File: src/rtl/acia_rx_feeder.sv
// acia_rx_feeder: byte FIFO feeding an 8N1 serializer that drives the ACIA rx pin.
// Define ACIA_FEED_GAP_EN to add GAP_BITS idle bit-times after every stop bit.
module acia_rx_feeder #(
  parameter int FIFO_AW    = 4,
  parameter int BIT_CYCLES = 4096,
  parameter int GAP_BITS   = 2
) (
  input  logic             clk,
  input  logic             reset_n,
  input  logic             rate_sel,
  input  logic [7:0]       din,
  input  logic             din_strobe,
  input  logic             flush,
  output logic             rx,
  output logic             busy,
  output logic             fifo_empty,
  output logic             fifo_full,
  output logic [FIFO_AW:0] fifo_level,
  output logic             overflow
);

  localparam int DEPTH = 1 << FIFO_AW;
  localparam int CW    = $clog2(BIT_CYCLES);

  localparam logic [CW-1:0] LAST_SLOW = CW'(BIT_CYCLES - 1);
  localparam logic [CW-1:0] LAST_FAST = CW'((BIT_CYCLES >> 2) - 1);

  localparam logic [2:0] S_IDLE  = 3'd0;
  localparam logic [2:0] S_START = 3'd1;
  localparam logic [2:0] S_DATA  = 3'd2;
  localparam logic [2:0] S_STOP  = 3'd3;
`ifdef ACIA_FEED_GAP_EN
  localparam logic [2:0] S_GAP   = 3'd4;
  localparam int         GW      = $clog2(GAP_BITS + 1);
  localparam logic [GW-1:0] GAP_LAST = GW'(GAP_BITS - 1);

  if (GAP_BITS < 1) begin : g_bad_gap
    $error("GAP_BITS must be at least 1 when the gap is enabled");
  end
`else
  if (GAP_BITS < 0) begin : g_bad_gap
    $error("GAP_BITS must be non-negative");
  end
`endif

  if (BIT_CYCLES < 8) begin : g_bad_rate
    $error("BIT_CYCLES must be at least 8");
  end

  logic [7:0]         mem [DEPTH];
  logic [FIFO_AW-1:0] wr_ptr;
  logic [FIFO_AW-1:0] rd_ptr;
  logic               push;
  logic               pop;

  logic [2:0]    state;
  logic [CW-1:0] cnt;
  logic [2:0]    idx;
  logic [7:0]    shreg;
  logic          rate_q;
  logic          bit_end;
  logic          frame_end;
`ifdef ACIA_FEED_GAP_EN
  logic [GW-1:0] gap_idx;
`endif

  assign fifo_empty = (fifo_level == '0);
  assign fifo_full  = fifo_level[FIFO_AW];
  assign busy       = (state != S_IDLE);

  // a full FIFO rejects pushes even when a pop frees a slot this cycle
  assign push = din_strobe && !fifo_full;

  assign bit_end = rate_q ? (cnt == LAST_FAST) : (cnt == LAST_SLOW);

`ifdef ACIA_FEED_GAP_EN
  assign frame_end = bit_end && (state == S_GAP) && (gap_idx == GAP_LAST);
`else
  assign frame_end = bit_end && (state == S_STOP);
`endif

  assign pop = !fifo_empty && ((state == S_IDLE) || frame_end);

  always_ff @(posedge clk) begin
    if (reset_n && !flush && push) begin
      mem[wr_ptr] <= din;
    end
  end

  always_ff @(posedge clk) begin
    if (!reset_n || flush) begin
      wr_ptr     <= '0;
      rd_ptr     <= '0;
      fifo_level <= '0;
      overflow   <= 1'b0;
    end else begin
      if (push) begin
        wr_ptr <= wr_ptr + 1'b1;
      end
      if (pop) begin
        rd_ptr <= rd_ptr + 1'b1;
      end
      if (din_strobe && fifo_full) begin
        overflow <= 1'b1;
      end
      if (push && !pop) begin
        fifo_level <= fifo_level + 1'b1;
      end else if (pop && !push) begin
        fifo_level <= fifo_level - 1'b1;
      end
    end
  end

  always_ff @(posedge clk) begin
    if (!reset_n || flush) begin
      state  <= S_IDLE;
      rx     <= 1'b1;
      cnt    <= '0;
      idx    <= '0;
      shreg  <= '0;
      rate_q <= 1'b0;
`ifdef ACIA_FEED_GAP_EN
      gap_idx <= '0;
`endif
    end else begin
      if (state == S_IDLE || bit_end) begin
        cnt <= '0;
      end else begin
        cnt <= cnt + 1'b1;
      end

      unique case (state)
        S_IDLE: begin
          rx <= 1'b1;
        end
        S_START: begin
          if (bit_end) begin
            state <= S_DATA;
            idx   <= '0;
            rx    <= shreg[0];
            shreg <= {1'b0, shreg[7:1]};
          end
        end
        S_DATA: begin
          if (bit_end) begin
            if (idx == 3'd7) begin
              state <= S_STOP;
              rx    <= 1'b1;
            end else begin
              idx   <= idx + 1'b1;
              rx    <= shreg[0];
              shreg <= {1'b0, shreg[7:1]};
            end
          end
        end
        S_STOP: begin
          if (bit_end) begin
`ifdef ACIA_FEED_GAP_EN
            state   <= S_GAP;
            gap_idx <= '0;
`else
            state <= S_IDLE;
`endif
          end
        end
`ifdef ACIA_FEED_GAP_EN
        S_GAP: begin
          if (bit_end) begin
            if (gap_idx == GAP_LAST) begin
              state <= S_IDLE;
            end else begin
              gap_idx <= gap_idx + 1'b1;
            end
          end
        end
`endif
        default: begin
          state <= S_IDLE;
          rx    <= 1'b1;
        end
      endcase

      // a pop overrides the IDLE fall-through so frames run back to back
      if (pop) begin
        state <= S_START;
        rx    <= 1'b0;
        shreg <= mem[rd_ptr];
        if (state == S_IDLE) begin
          rate_q <= rate_sel;
        end
      end
    end
  end

endmodule

File: config.mk
export PLATFORM = sky130hd
export DESIGN_NAME = acia_rx_feeder
export DESIGN_NICKNAME = d
export VERILOG_FILES = /design/src/rtl/acia_rx_feeder.sv
export SDC_FILE = /design/constraint.sdc
export NUM_CORES = 1
export LEC_CHECK = 0
export ABC_AREA = 1
export CAP_MARGIN = 20
export CORE_MARGIN = 2
export CORE_UTILIZATION = 60
export DETAILED_ROUTE_END_ITERATION = 10
export PLACE_DENSITY = 0.88
export SYNTH_ARGS = -nofsm -noshare
export SYNTH_HDL_FRONTEND = slang
export SYNTH_SLANG_ARGS = --single-unit
File: constraint.sdc
create_clock -name clk -period 5.3 [get_ports clk]
set_input_delay 1.325 -clock clk [delete_from_list [all_inputs] [get_ports clk]]
set_output_delay 1.325 -clock clk [all_outputs]
set_load 0.01 [all_outputs]
==> metrics, run 1 <==
Startpoint Class input pin; # setup viols final 0; GRT Total Usage 0.2526; CTS Buf Count 17; CP Class in -> reg; CTS root buffer clkbuf_16; Slew HR 0.3756; WL final 16430 um; clock slew at reported path FFs 0.06 ns; Synth top area share 0.5044; Seq pwr share 0.389; FF-to-FF setup slack 2.49 ns; # IOs 23; synth warn 0; Clock Latency Late Sink 0.43 ns; pin count of the biggest net entering global routing 77; PwrDens 474.4 nW/um^2; antenna viol nets, final 0; placed cell area 7920 um^2; Synth Cell Area 7620 um^2; Starting Density 0.6088; Post-Syn Nets 823; synth unique cells 33; clock share of power 0.303; Fin Setup TNS 0 ns; global routing usage on met2 0.4355; chip height 116.7 um; initial antenna violation count 0; nets 836; area grow syn2layout 11.54%; met3 Usage GRT 0.04670; f_max 297.8 MHz; RSZ-0062 raised after global routing no; #FFs+latches synth 173; worst r2r src state[0]; htree depth 4; most area-consuming cells after synthesis edfxtp_1 50%, dfxtp_1 12%, nand2_1 11%; via count 5572; Post CTS Setup Buffer Count 0; Final period util 0.6335; GRT overflow 0; Gate power share 0.308; vias in the first global route 5276; final instance area 8499 um^2; skew final 0.006709 ns; CTS tree yes; GPL Wtd Cong 0.8567; Final Hold Vio Count 0; Net Switching 0.001358 W; Die Wd 116.7 um; TritonRoute pass-1 iters 6; commonest non-fill, non-tap cells in the layout 221 x nand2_1, 128 x edfxtp_1, 92 x nand3_1; M1 GR Usage 0.3104; GRT busiest layer met2; maximum VDD drop 0.3173 mV; worst hold path class reg -> reg; Post-route DRC 0; status finished clean; Ant. Diodes 0; Least-Margin Pin Slew 0.9352 ns; critical path arrival 3.72 ns; hold endpoint cnt[0]; Max Cap Violations 0; drt wl/cell 16.59 um; Clock Tree Buf Depth 2; Static Leakage 3.369 nW; area leader, netlist edfxtp_1; hold buffer count at CTS 0; Syn Inst Count 793; Die ar. 13620 um^2; Crit Path Max Fanout 6; post-synthesis sequential area ratio 0.6227; Worst R2R Path Depth 16; synthesized area per cell 9.609 um^2; HPWL Detailed 9924 um; hold path depth 1; internal power 0.002674 W; Rows 41; reg2reg end fifo_level[4]; post-cts resize count 0; mean number of vias per cell 5.628; WP data required 5.66 ns; 1st-iter DRT viols 521; layout cells sized above 1 0.05379; port buffer count 22; min-delay src cnt[0]; Final Critical Period 3.358 ns; first-pass GRT wire length 25610 um; most common cell after layout, fill and taps aside nand2_1; Net Sw Frac 0.3367; CP Capture Type flip-flop; clock sinks 173; Placeable Area 12520 um^2; Slew Viols, Final 0
## final cells by class
type,count,area [um^2]
clock buffer,18,429.2
timing repair buffer,25,242.7
sequential,173,4746
clock inverter,13,150.1
tap,172,215.2
fill,893,4018
inverter,84,315.3
multi-input combinational,505,2401
## worst max-delay path: stages
cell and delay (ns):
clkdlybuf4s50_1 0.50, nand2_1 0.12, inv_1 0.22, ha_1 0.24, inv_1 0.11, fa_1 0.41, a21o_1 0.17, a21oi_1 0.20
nor2_1 0.06, nor2_1 0.09, nand2_1 0.08, nand2_1 0.07, nand2_1 0.05, nor2_1 0.08
## metrics by stage
stage	setup WS, ns	hold slack (ns)	util	std cells	total power (W)
global placement	1.721	0.4274	0.6327	959	0.002767
detailed placement	1.655	0.4457	0.6327	959	0.002800
CTS	1.982	0.4597	0.6790	990	0.004022
global route	1.761	0.4909	0.6790	990	0.004242
finish	1.943	0.4598	0.6790	990	0.004032
floorplan	2.384	0.4179	-	793	0.002515
## cells by family (layout without fill, tap and decap cells)
kind of cell	Yosys count	in the layout	synth area share
DFF	173	173	0.6227
buffers and inverters	115	140	0.06223
AOI/OAI and AO/OA	70	70	0.04975
xor gates and xnor gates	7	7	0.008046
and+or+nand+nor	411	411	0.2284
adders and majority gates	17	17	0.02890
## power by group through the flow
stage | combinational (W) | clock [W] | sequential (W)
final | 0.00124 | 0.00122 | 0.00157
after global routing | 0.00140 | 0.00127 | 0.00158
after CTS | 0.00123 | 0.00122 | 0.00157
after detailed placement | 0.00120 | 0 | 0.00160
after global placement | 0.00117 | 0 | 0.00159
after floorplan | 0.000922 | 0 | 0.00159
## routing by layer
layer	wire (um)	part of all wire
met4	567	0.035
met5	0	0
met3	1244	0.076
met2	8370	0.51
met1	6242	0.38
## synthesized netlist by cell type
library cell	number
a211oi_1	2
a21o_1	1
a21oi_1	27
a31oi_1	1
buf_1	1
buf_2	13
buf_4	5
buf_6	1
clkbuf_1	11
dfxtp_1	45
edfxtp_1	128
fa_1	1
ha_1	16
inv_1	82
inv_2	2
nand2_1	221
nand2_2	4
nand2_4	3
nand3_1	92
nand3_2	1
nand3b_1	1
nand3b_4	1
nor2_1	80
nor2_2	1
nor2_4	2
nor3_1	5
o211ai_1	5
o21a_1	1
o21ai_0	24
o21ai_1	7
o21bai_1	2
xnor2_1	3
xor2_1	4
## worst max-delay path by stage
stage,start,cells past startpoint,slack [ns],to
floorplan,din_strobe,12,2.38,fifo_level[4]
global placement,din_strobe,13,1.72,fifo_level[4]
detailed placement,din_strobe,14,1.65,fifo_level[4]
CTS,din_strobe,14,1.98,fifo_level[4]
global route,din_strobe,14,1.76,fifo_level[4]
finish,din_strobe,14,1.94,fifo_level[4]
## flip-flops by register name, summed over array words and instances, names as in the netlist, named ones only
name and count:
state 2, shreg 8, cnt 12, fifo_level 5
idx 3, rx 1, rd_ptr 4, mem 128
rate_q 1, overflow 1, wr_ptr 4
(Power assumes the default switching activity.)
==> run 2, diff against run 1 <==
--- a/config.mk
+++ b/config.mk
@@ -8,9 +8,9 @@
 export ABC_AREA = 1
 export CAP_MARGIN = 20
 export CORE_MARGIN = 2
-export CORE_UTILIZATION = 60
+export CORE_UTILIZATION = 55
 export DETAILED_ROUTE_END_ITERATION = 10
-export PLACE_DENSITY = 0.88
+export PLACE_DENSITY = 0.85
 export SYNTH_ARGS = -nofsm -noshare
 export SYNTH_HDL_FRONTEND = slang
 export SYNTH_SLANG_ARGS = --single-unit
==> constraint.sdc (replaced) <==
create_clock -name clk -period 2.9 [get_ports clk]
set_input_delay 0.725 -clock clk [delete_from_list [all_inputs] [get_ports clk]]
set_output_delay 0.725 -clock clk [all_outputs]
set_load 0.01 [all_outputs]
==> run 2 against run 1 <==
Against the previous run:
- flip-flop and latch count unchanged
- register-to-register slack got worse by 2.3 ns
- cell count increased by 3.2%
- first-iteration DRC count decreased by 18%
- sequential power increased by 82%
- setup slack got worse by 1.7 ns
- power increased by 82%
- clock power increased by 77%
- non-clock buffer count increased by 24
- clock skew increased by 0.0029 ns
- critical path type is now reg -> reg
- largest cell class unchanged
- largest power group unchanged
- highest routed layer unchanged
==> metrics, run 2 (synthesis results as in run 1) <==
Final Hold Vio Count 0 (unchanged); Sequential cell area 4746 um^2 (unchanged); # IOs 23 (unchanged); CTS Buf Count 17 (unchanged); Static Leakage 3.500 nW (+3.9%); mean number of vias per cell 5.424 (-3.6%); Clock Tree Buf Depth 2 (unchanged); worst r2r src state[1]; Rows 43 (+4.9%); status finished clean; antenna viol nets, final 0 (unchanged); chip height 121.7 um (+4.3%); Final period util 0.9210; hold path depth 1 (unchanged); largest registers mem: 128 flops, cnt: 12 flops, shreg: 8 flops; maximum VDD drop 0.5290 mV (+67%); Net Sw Frac 0.3469 (+0.01012); post-cts resize count 0 (unchanged); f_max 374.4 MHz; HPWL Detailed 9759 um (-1.7%); commonest non-fill, non-tap cells in the layout 221 x nand2_1, 128 x edfxtp_1, 92 x nand3_1; Max Cap Violations 0 (unchanged); Post CTS Setup Buffer Count 0 (unchanged); port buffer count 22 (unchanged); WP data required 3.22 ns (-2.44 ns); via count 5543 (-0.52%); layout cells sized above 1 0.08551 (+0.03172); 1st-iter DRT viols 429 (-18%); Crit Path Max Fanout 6 (unchanged); Gate power share 0.315 (+0.007); clock sinks 173 (unchanged); CP Class reg -> reg; pin count of the biggest net entering global routing 76 (-1.3%); Final Critical Period 2.671 ns; Startpoint Class flip-flop; clock share of power 0.294 (-0.009); CTS root buffer clkbuf_16; Fin Setup TNS 0 ns (unchanged); Least-Margin Pin Slew 0.7933 ns (-0.1419 ns); Die ar. 14810 um^2 (+8.8%); GRT overflow 0 (unchanged); most common cell after layout, fill and taps aside nand2_1; initial antenna violation count 0 (unchanged); skew final 0.009564 ns (+0.002855 ns); max FFs per register 128 (unchanged); TritonRoute pass-1 iters 6 (unchanged); vias in the first global route 5324 (+0.91%); GPL Wtd Cong 0.8411 (-1.8%); Slew HR 0.4704 (+0.09472); number of fill cells 996 (+12%); Placeable Area 13720 um^2 (+9.6%); PwrDens 845.0 nW/um^2 (+78%); Util after Layout 0.6328 (-0.04620); Starting Density 0.5554 (-0.05335); Slew Viols, Final 0 (unchanged); CP Capture Type flip-flop; reg2reg end fifo_level[4]; GRT Total Usage 0.2290 (-0.02362); multi-input logic area 2401 um^2 (unchanged); # setup viols final 0 (unchanged); clock slew at reported path FFs 0.06 ns (about the same); Clock Latency Late Sink 0.43 ns (about the same); RSZ-0062 raised after global routing no; FF-to-FF setup slack 0.23 ns (-2.26 ns); nets 860 (+2.9%); Post-route DRC 0 (unchanged); WL final 16060 um (-2.2%); first-pass GRT wire length 25790 um (+0.70%); critical path arrival 2.99 ns (-0.73 ns); Net Switching 0.002545 W (+87%); Die Wd 121.7 um (+4.3%); worst hold path class reg -> reg; min-delay src cnt[0]; Ant. Diodes 0 (unchanged); hold endpoint cnt[0]; drt wl/cell 15.71 um (-5.3%); htree depth 4 (unchanged); area grow syn2layout 13.94%; CTS tree yes; hold buffer count at CTS 0 (unchanged); Reg with most FFs mem; Seq pwr share 0.390 (about the same); Worst R2R Path Depth 15 (-1); internal power 0.004792 W (+79%)
==> run 2: cell count changes in the layout (fill, tap and decap cells not counted), sizes merged <==
cell and delta:
clkinvlp -1, clkinv -3, inv +6, bufinv -2
buf +24
==> run 2: per-stage QoR <==
step	hold WS, ns	setup WS (ns)	total power, W	cells	area, um^2
4_1_cts	0.4542	0.2566	0.007321	1022	8682
3_3_place_gp	0.4293	0.1202	0.005114	991	8123
5_1_grt	0.4834	0.06278	0.007740	1022	8682
6_report	0.4500	0.2291	0.007336	1022	8682
3_5_place_dp	0.4388	0.06485	0.005172	991	8123
2_1_floorplan	0.4179	0.3821	0.004596	793	7620
==> run 2: area by class of cell <==
class | instances | share of cell area
Sequential cell | 173 | 0.5466
Multi-Input combinational cell | 505 | 0.2766
Timing Repair Buffer | 49 | 0.05015
Clock buffer | 18 | 0.04943
Inverter | 84 | 0.03632
Tap cell | 180 | 0.02594
Clock inverter | 13 | 0.01499
==> run 2: worst max-delay path by stage <==
stage / startpoint / end / slack, ns
finish: state[1] / fifo_level[4] / 0.23
global route: state[0] / fifo_level[4] / 0.06
CTS: state[1] / fifo_level[4] / 0.26
detailed placement: din_strobe / fifo_level[4] / 0.06
global placement: din_strobe / fifo_level[4] / 0.12
floorplan: state[0] / fifo_level[4] / 0.38
==> run 2: power groups by stage <==
stage                     registers (W)  clock network, W  logic, W
after global routing            0.00288           0.00224   0.00262
after detailed placement        0.00292                 0   0.00226
after CTS                       0.00286           0.00216   0.00230
after floorplan                 0.00291                 0   0.00169
after global placement          0.00291                 0   0.00221
final                           0.00286           0.00216   0.00231
==> run 2: layer usage <==
metal	GRT usage	part of all wire
met1	0.2856	0.39
met2	0.3841	0.50
met3	0.04260	0.074
met4	0.1164	0.031
met5	0	0
==> run 2: worst max-delay path, cell delays in order, from the launching register on <==
cell     delay (ns)
dfxtp_1        0.39
inv_1          0.09
ha_1           0.24
nand2_2        0.15
inv_1          0.05
a21oi_1        0.22
ha_1           0.24
inv_1          0.10
fa_1           0.41
a21o_1         0.17
a21oi_1        0.15
nor2_1         0.06
nor2_1         0.08
nand2_1        0.07
nor2_1         0.09
nor2_1         0.06
==> run 3, diff against run 2 <==
--- a/config.mk
+++ b/config.mk
@@ -8,9 +8,10 @@
 export ABC_AREA = 1
 export CAP_MARGIN = 20
 export CORE_MARGIN = 2
-export CORE_UTILIZATION = 55
+export CORE_UTILIZATION = 45
 export DETAILED_ROUTE_END_ITERATION = 10
-export PLACE_DENSITY = 0.85
+export PLACE_DENSITY = 0.74
+export SETUP_SLACK_MARGIN = 0.15
 export SYNTH_ARGS = -nofsm -noshare
 export SYNTH_HDL_FRONTEND = slang
 export SYNTH_SLANG_ARGS = --single-unit
==> run 3 against run 2 <==
Against the previous run:
- combinational power hardly changed
- routed wire length is 0.92% lower
- sequential share of layout area is 0.58 points lower
- register-to-register slack better by 0.17 ns
- largest power group unchanged
==> metrics, run 3 (synthesis results as in run 1) <==
fin cells 1064 (+4.1%); status finished clean; pin count of the biggest net entering global routing 76 (unchanged); max FFs per register 128 (unchanged); clock sinks 173 (unchanged); # setup viols final 0 (unchanged); Clock Latency Late Sink 0.42 ns (about the same); Slew HR 0.4946 (+0.02424); via count 5387 (-2.8%); Die ar. 17990 um^2 (+21%); worst hold path class reg -> reg; Static Leakage 3.517 nW (+0.48%); drt wl/cell 14.95 um (-4.8%); Placeable Area 16580 um^2 (+21%); GRT overflow 0 (unchanged); Net Sw Frac 0.3404 (-0.006433); critical path arrival 2.86 ns (-0.13 ns); clock share of power 0.301 (+0.007); f_max 399.4 MHz (+6.7%); GRT Total Usage 0.1859 (-0.04306); multi-input logic area 2411 um^2 (+0.42%); Final Critical Period 2.504 ns (-0.1670 ns); CTS tree yes; Final Hold Vio Count 0 (unchanged); Least-Margin Pin Slew 0.7581 ns (-0.03521 ns); PwrDens 847.0 nW/um^2 (+0.24%); worst r2r src state[0]; CTS Buf Count 17 (unchanged); Rows 47 (+9.3%); WP data required 3.26 ns (+0.04 ns); Post-route DRC 0 (unchanged); CTS root buffer clkbuf_16; most common cell after layout, fill and taps aside nand2_1; worst setup path startpoint state[0]; # IOs 23 (unchanged); antenna viol nets, final 0 (unchanged); Sequential cell area 4746 um^2 (unchanged); chip height 134.1 um (+10%); Die Wd 134.1 um (+10%); Min Hold Slack 0.4450 ns (-0.004987 ns); WL final 15910 um (-0.92%); Reg with most FFs mem; maximum VDD drop 0.4056 mV (-23%); Final period util 0.8634 (-0.05759); HPWL Detailed 9846 um (+0.89%); Slew Viols, Final 0 (unchanged); Net Switching 0.002530 W (-0.57%); Ant. Diodes 0 (unchanged); area grow syn2layout 15.16%; port buffer count 22 (unchanged); vias in the first global route 5223 (-1.9%); Gate power share 0.314 (about the same); min-delay src cnt[0]; internal power 0.004902 W (+2.3%); mean number of vias per cell 5.063 (-6.7%); commonest non-fill, non-tap cells in the layout 221 x nand2_1, 128 x edfxtp_1, 92 x nand3_1; largest registers mem: 128 flops, cnt: 12 flops, shreg: 8 flops; Max Cap Violations 0 (unchanged); RSZ-0062 raised after global routing no; Fin Setup TNS 0 ns (unchanged); skew final 0.01200 ns (+0.002434 ns); Starting Density 0.4595 (-0.09592); nets 861 (+0.12%); Startpoint Class flip-flop; initial antenna violation count 0 (unchanged); Seq pwr share 0.385 (-0.005); 1st-iter DRT viols 512 (+19%); number of fill cells 1445 (+45%); first-pass GRT wire length 25940 um (+0.62%); GPL Wtd Cong 0.7925 (-5.8%); Clock Tree Buf Depth 2 (unchanged); TritonRoute pass-1 iters 6 (unchanged); Crit Path Max Fanout 4 (-2); CP Class reg -> reg; clock slew at reported path FFs 0.07 ns (about the same); placed insts 1031 (+4.0%); CP Capture Type flip-flop; htree depth 4 (unchanged); layout cells sized above 1 0.09005 (+0.004537)
[run 3: area by class of cell]
| class | instances | area share |
|---|---|---|
| inverter | 84 | 0.03593 |
| timing repair buffer | 50 | 0.05048 |
| clock inverter | 14 | 0.01768 |
| tap | 220 | 0.03137 |
| sequential | 173 | 0.5409 |
| multi-input combinational | 505 | 0.2748 |
| clock buffer | 18 | 0.04891 |
[run 3: what timing repair did]
item                                    4_1_cts  5_1_grt
endpoints found under the setup margin        0        2
buffers inserted                              0        1
resized for setup                             0        3
hold buffers                                  0        0
[run 3: final timing paths]
check,endpoint,slack (ns),depth (start not counted)
setup reg to reg,fifo_level[4],0.40,16
hold / removal,cnt[0],0.44,1
setup / recovery,fifo_level[4],0.40,16
hold reg to reg,cnt[0],0.44,1
[run 3: layer usage]
| layer | global-route usage | part of all wire |
|---|---|---|
| met1 | 0.2277 | 0.42 |
| met2 | 0.3259 | 0.51 |
| met3 | 0.02759 | 0.039 |
| met4 | 0.08480 | 0.026 |
| met5 | 0 | 0 |
[run 3: through the flow]
stage               instance area (um^2)  setup WS [ns]    util  power [W]
floorplan                           7620         0.3821       -   0.004596
global placement                    8173        0.04361  0.4928   0.005128
detailed placement                  8173        0.01876  0.4928   0.005161
CTS                                 8757         0.2350  0.5281   0.007404
global route                        8775         0.1632  0.5291   0.007871
finish                              8775         0.3961  0.5291   0.007432
[run 3: power by group through the flow]
stage               logic, W  registers [W]  clock network [W]
floorplan            0.00169        0.00291                  0
global placement     0.00222        0.00291                  0
detailed placement   0.00225        0.00291                  0
CTS                  0.00228        0.00286            0.00227
global route         0.00264        0.00287            0.00236
finish               0.00233        0.00286            0.00224
[run 3: worst max-delay path, cell delays in order, from the launching register on]
cell     delay (ns)
dfxtp_1        0.36
inv_1          0.08
ha_1           0.26
nand2_2        0.11
inv_1          0.06
a21oi_2        0.14
ha_2           0.21
inv_1          0.09
fa_1           0.42
a21o_1         0.19
a21oi_2        0.14
nor2_1         0.05
nor2_1         0.08
nand2_1        0.07
nand2_1        0.06
nand2_1        0.05
nor2_1         0.07
